`src/rtl/mem_map_pkg.sv`:
```
// mem_map_pkg: address map constants, region type and controller FSM state type
// shared by the memory-map controller and its address decoder.
package mem_map_pkg;

    localparam logic [31:0] RAM_BASE    = 32'h0000_0000;
    localparam logic [31:0] REG_BASE    = 32'h0001_0000;
    localparam logic [31:0] STATUS_ADDR = 32'h0002_0000;

    // STATUS word bit positions
    localparam int STAT_BTN_BIT   = 0;
    localparam int STAT_PRESS_BIT = 1;
    localparam int STAT_ERR_BIT   = 2;

    typedef enum logic [1:0] {
        RAM,
        REG,
        STATUS,
        NONE
    } region_t;

    typedef enum logic [1:0] {
        IDLE,
        WAIT,
        RESP
    } state_t;

endpackage

```
`src/rtl/mem_map_decode.sv`:
```
// mem_map_decode: purely combinational byte-address to region decoder with a
// word-alignment flag and the scratch-register index.
module mem_map_decode
    import mem_map_pkg::*;
#(
    parameter int RAM_DEPTH = 1024,
    parameter int NUM_REGS  = 4
) (
    input  logic [31:0] addr,
    output region_t     region,
    output logic        aligned,
    output logic [3:0]  reg_idx
);

    // Region lookup; offsets use unsigned wrap so addresses below a base miss
    always_comb begin
        region = NONE;
        if ((addr - RAM_BASE) < 32'(RAM_DEPTH * 4)) begin
            region = RAM;
        end else if ((addr - REG_BASE) < 32'(NUM_REGS * 4)) begin
            region = REG;
        end else if (addr == STATUS_ADDR) begin
            region = STATUS;
        end
    end

    assign aligned = (addr[1:0] == 2'b00);
    assign reg_idx = addr[5:2];

endmodule

```
`src/rtl/mem_map_controller.sv`:
```
// mem_map_controller: single-outstanding request controller mapping a byte
// address space onto an external synchronous RAM, NUM_REGS scratch registers
// and a STATUS word (synchronised pushbutton, sticky press, sticky error).
// Build macro MEMCTRL_ERRSTAT_EN: when defined, misaligned/unmapped accesses
// answer with rsp_err=1 and set the sticky error bit; when undefined rsp_err is
// tied low and STATUS bit2 reads 0.
module mem_map_controller
    import mem_map_pkg::*;
#(
    parameter int DATA_W    = 32,
    parameter int RAM_DEPTH = 1024,
    parameter int RD_LAT    = 1,
    parameter int NUM_REGS  = 4
) (
    input  logic                         clk,
    input  logic                         reset,
    input  logic                         req_valid,
    output logic                         req_ready,
    input  logic                         req_we,
    input  logic [31:0]                  req_addr,
    input  logic [DATA_W-1:0]            req_wdata,
    input  logic [DATA_W/8-1:0]          req_be,
    output logic                         rsp_valid,
    output logic [DATA_W-1:0]            rsp_rdata,
    output logic                         rsp_err,
    input  logic                         button,
    output logic [$clog2(RAM_DEPTH)-1:0] ram_addr,
    output logic [DATA_W-1:0]            ram_wdata,
    output logic [DATA_W/8-1:0]          ram_we,
    input  logic [DATA_W-1:0]            ram_rdata
);

    localparam int BE_W = DATA_W / 8;
    localparam int AW   = $clog2(RAM_DEPTH);

    state_t            state, state_nxt;
    logic [1:0]        cnt;
    region_t           region;
    logic              aligned;
    logic [3:0]        reg_idx;
    logic              accept, hit_err, ram_wr, ram_rd, reg_wr, stat_rd;
    logic [DATA_W-1:0] regs [NUM_REGS];
    logic [DATA_W-1:0] rsp_data_nxt, status_word;
    logic              btn_p0, btn_p1, btn_p2, press_flag, err_bit;

    function automatic logic [DATA_W-1:0] be_merge(input logic [DATA_W-1:0] old_w,
                                                   input logic [DATA_W-1:0] new_w,
                                                   input logic [BE_W-1:0]   be);
        be_merge = old_w;
        for (int b = 0; b < BE_W; b++) begin
            if (be[b]) be_merge[8*b +: 8] = new_w[8*b +: 8];
        end
    endfunction

    mem_map_decode #(
        .RAM_DEPTH (RAM_DEPTH),
        .NUM_REGS  (NUM_REGS)
    ) u_decode (
        .addr    (req_addr),
        .region  (region),
        .aligned (aligned),
        .reg_idx (reg_idx)
    );

    // Ready is held low for as long as reset is asserted
    assign req_ready = reset && (state == IDLE || state == RESP);
    assign rsp_valid = (state == RESP);

    // Classify the accepted request into the actions it triggers
    always_comb begin
        accept  = req_valid & req_ready;
        hit_err = ~aligned | (region == NONE);
        ram_wr  = accept & ~hit_err & (region == RAM) & req_we;
        ram_rd  = accept & ~hit_err & (region == RAM) & ~req_we;
        reg_wr  = accept & ~hit_err & (region == REG) & req_we;
        stat_rd = accept & ~hit_err & (region == STATUS) & ~req_we;
    end

    // RAM port is driven straight from the request in the accept cycle
    assign ram_addr  = req_addr[AW+1:2];
    assign ram_wdata = req_wdata;
    assign ram_we    = ram_wr ? req_be : '0;

    // STATUS word as seen by a read in the current cycle
    always_comb begin
        status_word                 = '0;
        status_word[STAT_BTN_BIT]   = btn_p1;
        status_word[STAT_PRESS_BIT] = press_flag;
        status_word[STAT_ERR_BIT]   = err_bit;
    end

    // Read data for responses that complete one cycle after accept
    always_comb begin
        rsp_data_nxt = '0;
        if (accept && !hit_err && !req_we) begin
            if (region == STATUS) begin
                rsp_data_nxt = status_word;
            end else if (region == REG) begin
                for (int i = 0; i < NUM_REGS; i++) begin
                    if (reg_idx == 4'(i)) rsp_data_nxt = regs[i];
                end
            end
        end
    end

    // Next-state logic: RAM reads wait out the RAM latency, all else answers next cycle
    always_comb begin
        state_nxt = state;
        case (state)
            IDLE, RESP: begin
                if (accept) state_nxt = ram_rd ? WAIT : RESP;
                else        state_nxt = IDLE;
            end
            WAIT: begin
                if (cnt == 2'd0) state_nxt = RESP;
            end
            default: state_nxt = IDLE;
        endcase
    end

    // FSM state register
    always_ff @(posedge clk or negedge reset) begin
        if (!reset) state <= IDLE;
        else        state <= state_nxt;
    end

    // Latency counter and registered response data
    always_ff @(posedge clk or negedge reset) begin
        if (!reset) begin
            rsp_rdata <= '0;
            cnt       <= '0;
        end else if (state == WAIT) begin
            if (cnt == 2'd0) rsp_rdata <= ram_rdata;
            else             cnt       <= cnt - 2'd1;
        end else begin
            rsp_rdata <= rsp_data_nxt;
            cnt       <= 2'(RD_LAT - 1);
        end
    end

    // Scratch registers with per-byte write enables
    always_ff @(posedge clk or negedge reset) begin
        if (!reset) begin
            for (int i = 0; i < NUM_REGS; i++) regs[i] <= '0;
        end else if (reg_wr) begin
            for (int i = 0; i < NUM_REGS; i++) begin
                if (reg_idx == 4'(i)) regs[i] <= be_merge(regs[i], req_wdata, req_be);
            end
        end
    end

    // Button synchroniser, edge history and sticky press (a new press beats the read-clear)
    always_ff @(posedge clk or negedge reset) begin
        if (!reset) begin
            btn_p0     <= 1'b0;
            btn_p1     <= 1'b0;
            btn_p2     <= 1'b0;
            press_flag <= 1'b0;
        end else begin
            btn_p0     <= button;
            btn_p1     <= btn_p0;
            btn_p2     <= btn_p1;
            press_flag <= (btn_p1 & ~btn_p2) | (press_flag & ~stat_rd);
        end
    end

`ifdef MEMCTRL_ERRSTAT_EN
    logic err_q, err_flag;

    // Error response flag and sticky error (a new error beats the read-clear)
    always_ff @(posedge clk or negedge reset) begin
        if (!reset) begin
            err_q    <= 1'b0;
            err_flag <= 1'b0;
        end else begin
            err_q    <= accept & hit_err;
            err_flag <= (accept & hit_err) | (err_flag & ~stat_rd);
        end
    end

    assign rsp_err = err_q;
    assign err_bit = err_flag;
`else
    assign rsp_err = 1'b0;
    assign err_bit = 1'b0;
`endif

endmodule

```
`config.mk`:
```
export PLATFORM = sky130hd
export DESIGN_NAME = mem_map_controller
export DESIGN_NICKNAME = d
export VERILOG_FILES = /design/src/rtl/mem_map_pkg.sv /design/src/rtl/mem_map_decode.sv /design/src/rtl/mem_map_controller.sv
export SDC_FILE = /design/constraint.sdc
export NUM_CORES = 1
export LEC_CHECK = 0
export CAP_MARGIN = 40
export CORE_MARGIN = 2
export CORE_UTILIZATION = 50
export DETAILED_ROUTE_END_ITERATION = 8
export PLACE_DENSITY = 0.86
export SETUP_SLACK_MARGIN = 0.02
export SYNTH_ARGS = -nofsm -noshare
export SYNTH_HDL_FRONTEND = slang
export SYNTH_HIERARCHICAL = 1
export SYNTH_SLANG_ARGS = --single-unit
```
`constraint.sdc`:
```
create_clock -name clk -period 5.02 [get_ports clk]
set_input_delay 1.506 -clock clk [delete_from_list [all_inputs] [get_ports clk]]
set_output_delay 1.506 -clock clk [all_outputs]
set_load 0.02 [all_outputs]
```
# [Word-level counts from Yosys, hierarchy flattened]
# Index checks and enable logic that the tools add are counted.
[op_classes] n_addsub=2 n_mul=0 n_div=0 order_cmp=2 eq_ne=11 shift=0 mux=19 bitwise_logic=18 reduce_logical=28
[op_table] op="32-bit 2-to-1 mux" n=9
[op_table] op="3-bit AND reduction" n=16
[op_table] op="32-bit by 18-bit equality test with 1-bit output (second input constant)" n=1
[op_table] op="32-bit by 13-bit less-than comparator with 1-bit output (second input constant)" n=1
[op_table] op="32-bit by 5-bit less-than comparator with 1-bit output (second input constant)" n=1
[op_table] op="32-bit by 17-bit subtractor with 32-bit output (second input constant)" n=1
[op_table] op="2-bit 2-to-1 mux" n=7
[op_table] op="1-bit bitwise AND" n=11
[op_table] op="4-bit by 2-bit equality test with 1-bit output (second input constant)" n=2
[op_table] op="2-bit logical NOT" n=4
[op_table] op="2-bit equality test (second input constant)" n=3
[op_table] op="1-bit NOT" n=5
[op_table] op="2-bit by 1-bit equality test with 1-bit output (second input constant)" n=2
[op_table] op="4-bit by 1-bit equality test with 1-bit output (second input constant)" n=1
[op_table] op="4-bit logical NOT" n=1
[op_table] op="4-bit 2-to-1 mux" n=1
[op_table] op="2-bit inequality test (second input constant)" n=2
[op_table] op="2-bit case mux with 2 select lines" n=1
[op_table] op="1-bit logical AND" n=3
[op_table] op="1-bit logical NOT" n=2
[op_table] op="1-bit OR" n=2
[op_table] op="2-bit OR reduction" n=1
[op_table] op="2-bit by 1-bit subtractor with 2-bit output (second input constant)" n=1
[op_table] op="1-bit logical OR" n=1
[op_table] op="1-bit 2-to-1 mux" n=1
[totals] register_bits=168 latch_bits=0 mem_bits_rw=0 rom_bits=0 in_bits=105 mem_count=0

# [Logic depth before layout (Yosys ltp)]
[logic_depth] word_depth=13 depth_mapped=10 ltp_nobuf=8

# [Cells and area by module]
# The synthesis kept the hierarchy.
[modules_own_cells] module="mem_map_controller" n_inst=1 cells_per_inst=681 area_per_inst_um2=8036.5 seq_area_each_um2=4204.0
[modules_own_cells] module="mem_map_decode" n_inst=1 cells_per_inst=21 area_per_inst_um2=135.1 seq_area_each_um2=0.0

# [Worst setup path after synthesis]
# Ideal clock, no wire load.
[synth_path] kind="input to output" start="input req_addr[28]" end="output ram_we[0]" t_arrival_ns=2.948 setup_slack_ns=0.566 path_stages=5 path_buffers=0 path_cell_list="nor4_1 nand3_1 a2111o_1 nor4_1 and2_1"
[synth_between] elab_chain_cells=11 elab_cells_between_ends=15 classes_between="add/sub: 1; order compare: 2; eq/ne: 2; mux: 4; bitwise: 5; reduce/logical: 1"
[synth_lines] element="from (decl)" line_no="mem_map_controller.sv:20" source="input logic [31:0] req_addr,"
[synth_lines] element="32-bit by 17-bit subtractor with 32-bit output" line_no="mem_map_decode.sv:20" source="end else if ((addr - REG_BASE) < 32'(NUM_REGS * 4)) begin"
[synth_lines] element="32-bit by 5-bit less-than comparator with 1-bit output" line_no="mem_map_decode.sv:20"
[synth_lines] element="2-bit 2-to-1 mux" line_no="mem_map_decode.sv:20"
[synth_lines] element="2-bit 2-to-1 mux (*)" line_no="mem_map_decode.sv:18" source="if ((addr - RAM_BASE) < 32'(RAM_DEPTH * 4)) begin"
[synth_lines] element="named net region[1]" line_no="mem_map_controller.sv:38" source="region_t region;"
[synth_lines] element="2-bit equality test" line_no="mem_map_controller.sv:72" source="hit_err = ~aligned | (region == NONE);"
[synth_lines] element="1-bit OR" line_no="mem_map_controller.sv:72"
[synth_lines] element="1-bit NOT" line_no="mem_map_controller.sv:73" source="ram_wr = accept & ~hit_err & (region == RAM) & req_we;"
[synth_lines] element="1-bit bitwise AND" line_no="mem_map_controller.sv:73"
[synth_lines] element="1-bit bitwise AND (*) (2 in a row)" line_no="mem_map_controller.sv:73"
[synth_lines] element="4-bit 2-to-1 mux (*)" line_no="mem_map_controller.sv:82" source="assign ram_we = ram_wr ? req_be : '0;"
[synth_lines] element="to (decl)" line_no="mem_map_controller.sv:29" source="output logic [DATA_W/8-1:0] ram_we,"
# Mark *: on every way through the listed nets, which the timed path passes. The rest lies on a longest branch.

# [Worst setup path after layout]
[layout_path] start="input req_addr[28]" end="output ram_we[3]"
# Same word-level chain as after synthesis.

==> results.yml <==
cells_and_area:
  area_growth_pct: 30.7
  n_fill_cell: 1187
  num-nets-final: 953
  seqCellArea_um2: 4200
  antennaDiodeCount: 0
  drive_above_1_share_pct: 25.4
  final_common_cell: "dfrtp_1"
  final_cells: 1075
  final_cell_mix: "dfrtp_1, clkdlybuf4s50_1, mux2_2"
  multi_input_area_um2: 3410
timing:
  finalClockSkew_ns: 0.00503
  hold_viol: 0
  period_share_pct: 98.2
  tightest_slew_ns: 0.904
  max_clock_freq_ghz: 0.203
  fin_ws_ns: 0.0890
  period_minus_slack_ns: 4.93
  setup_viol: 0
  slew_headroom_pct: 39.7
  holdWs_ns: 0.353
  slew_violations: 0
logic_synthesis:
  async_flop_share_pct: 100
  synthesis.nets: 808
  synth_edf_count: 0
  synth_area_um2: 8170
  syn_avg_cell_area_um2: 11.6
  synth_warnings: 6
  yosysTopAreaCell: "dfrtp_1"
  ys_top_cells_by_area: "dfrtp_1, mux2_2, buf_4"
  synth.ff_latch_count: 168
  ys_types: 44
  synth_top_area_share_pct: 51.4
  syn_inst: 702
  ys.flop_type: "dfrtp_1"
  seq_area_frac_synth_pct: 51.4
floorplan:
  die_w_um: 132
  rows: 46
  io_pins: 186
  die_area_um2: 17400
  initial_core_util_pct: 51.3
  core-area_um2: 15900
  die_h_um: 132
drt:
  dr.pass1.iters: 5
  wirelength_um: 20300
  routed_via_density: 5.61
  drt_iter0_markers: 467
  antenna_left: 0
  routedWlPerCell_um: 18.9
  via_count: 6027
  drcViolationCount: 0
clock_tree:
  clock_sinks: 168
  clock_latency_ns: 0.42
  cts_tree: "done"
  cts-buffers-inserted: 17
  cts_root_buffer: "clkbuf_16"
  cts_buffer_depth: 2
  postCtsHoldBufs: 0
  ctsHtreeMaxLevel: 4
  clk_pin_slew_worst_paths_ns: 0.06
hold_path:
  holdPathStages: 0
  worstHoldEndpoint: "btn_p1"
  worstHoldStart: "btn_p0"
  worstHoldPathType: "reg -> reg"
worst_setup_path:
  worst-path-buf-inv: 3
  rr_endpoint: "rsp_rdata[1]"
  path_class: "in -> out"
  path_cells: "clkdlybuf4s50_1 -> nor4_2 -> nand3_1 -> a2111o_1 -> nor4_2 -> buf_4 -> and2_4 -> buf_6"
  cp_slowest_stage_delay_ns: 0.45
  worst_ep_arrival_time_ns: 3.43
  endpoint_kind: "primary output"
  r2r_start: "cnt[0]"
  reg2reg_depth: 7
  cp.required_ns: 3.51
  cpMostUsedCell: "nor4_2"
  crit_family: "buffers and inverters"
  critPathSlowestCell: "a2111o_1"
  reg2reg_slack_ns: 2.53
  setup.worst_path.start_class: "primary input"
  crit_path_max_fanout: 4
global_routing:
  grt_pass1_vias: 6332
  grt_use_met1_pct: 30.1
  antenna_found_initial: 0
  grtUsageMet3_pct: 5.57
  grtUsageMet2_pct: 41.0
  grt_max_degree: 169
  grt.overflow.total: 0
  grt_use_total_pct: 23.8
  busiest_layer: "met2"
  grt_pass1_wl_um: 32700
pwr:
  ir_drop_uv: 228
  p_sw_w: 0.000637
  p_comb_share_pct: 9.1
  clockPowerShare_pct: 43.6
  p_leak_nw: 5.42
  power.density_nw_per_um2: 269
  seq_power_share_pct: 47.3
  internal_power_w: 0.00223
  switching_share_pct: 22.2
place:
  hpwl_um: 13200
  routabilityCongestion: 0.827
  post-place-ws_ns: -0.546
  place_inst: 1043
  port_buffers: 184
outcome:
  outcome: "finished clean"
job:
  drv_cap: 0
[state kept, by name (all words and copies together) (netlist names)]
register	cells
cnt	2
regs	128
state	2
rsp_rdata	32
btn_p1	1
btn_p0	1
btn_p2	1
press_flag	1
[metrics by stage]
stage	area (µm²)	total power, W	util [%]	TNS, ns
finish	10700	0.00287	67.0	0
CTS	10600	0.00289	66.3	0
global route	10700	0.00297	67.0	-0.206
floorplan	8170	0.00148	-	0
global placement	9990	0.00164	62.7	-2.02
detailed placement	10000	0.00164	62.8	-2.15
[logic make-up (layout without fill, tap and decap cells)]
group                    after synthesis  count (layout)  synth area share [%]
adder cells (fa/ha/maj)                1               1                 0.153
flip-flops                           168             168                  51.4
XOR/XNOR                               1               1                 0.107
multiplexers                         162             162                  22.1
AND/OR/NAND/NOR                      150             150                  9.48
AO/OA/AOI/OAI                        102             102                  8.82
buffers and inverters                117             274                  7.84
other                                  1               1                0.0459
[what timing repair did]
action,4_1_cts,5_1_grt
setup buffers,0,1
pin swaps,3,11
endpoints found under the setup margin,4,4
gates resized for setup,22,32
[cell type report]
class | instances | share of cell area [%]
timing repair buffer | 207 | 19.6
sequential | 168 | 39.4
clock buffer | 21 | 4.31
inverter | 36 | 1.27
clock inverter | 10 | 0.961
multi-input combinational | 417 | 31.9
tap | 216 | 2.53
[power groups by stage]
stage               registers, W  logic [W]  clock network (W)
floorplan                0.00138   0.000100                  0
global placement         0.00138   0.000258                  0
detailed placement       0.00138   0.000263                  0
CTS                      0.00136   0.000265            0.00127
global route             0.00136   0.000281            0.00133
finish                   0.00136   0.000262            0.00125
[cells in the mapped netlist (4+ instances only)]
cell,n
nand3_2,4
clkbuf_1,20
buf_4,50
nand2_2,4
and4b_1,4
a21oi_1,33
buf_2,11
inv_1,36
nor2b_1,4
mux2_2,127
nor4_1,6
and2_1,4
mux2i_1,32
nor2_1,67
nand2_1,35
nand4_2,4
dfrtp_1,168
nor3_1,4
a221o_1,28
a31oi_1,28
[worst max-delay path by stage]
stage	start	end	slack, ns	cells after the start
4_1_cts	req_addr[7]	ram_we[0]	0.06	9
3_5_place_dp	req_addr[10]	ram_we[0]	-0.55	8
3_3_place_gp	req_addr[9]	ram_we[0]	-0.51	8
6_report	req_addr[28]	ram_we[3]	0.09	8
2_1_floorplan	req_addr[28]	ram_we[0]	0.57	5
5_1_grt	req_addr[16]	ram_we[3]	-0.05	9
[routing by layer]
layer / share of wire (%) / wire length [µm] / vias to the layer above
met5: 0 / 0 / -
met4: 1.3 / 254 / 0
met3: 5.3 / 1070 / 22
met2: 51 / 10400 / 200
met1: 42 / 8570 / 3051
li1: - / - / 2754
(Power assumes the default switching activity.)
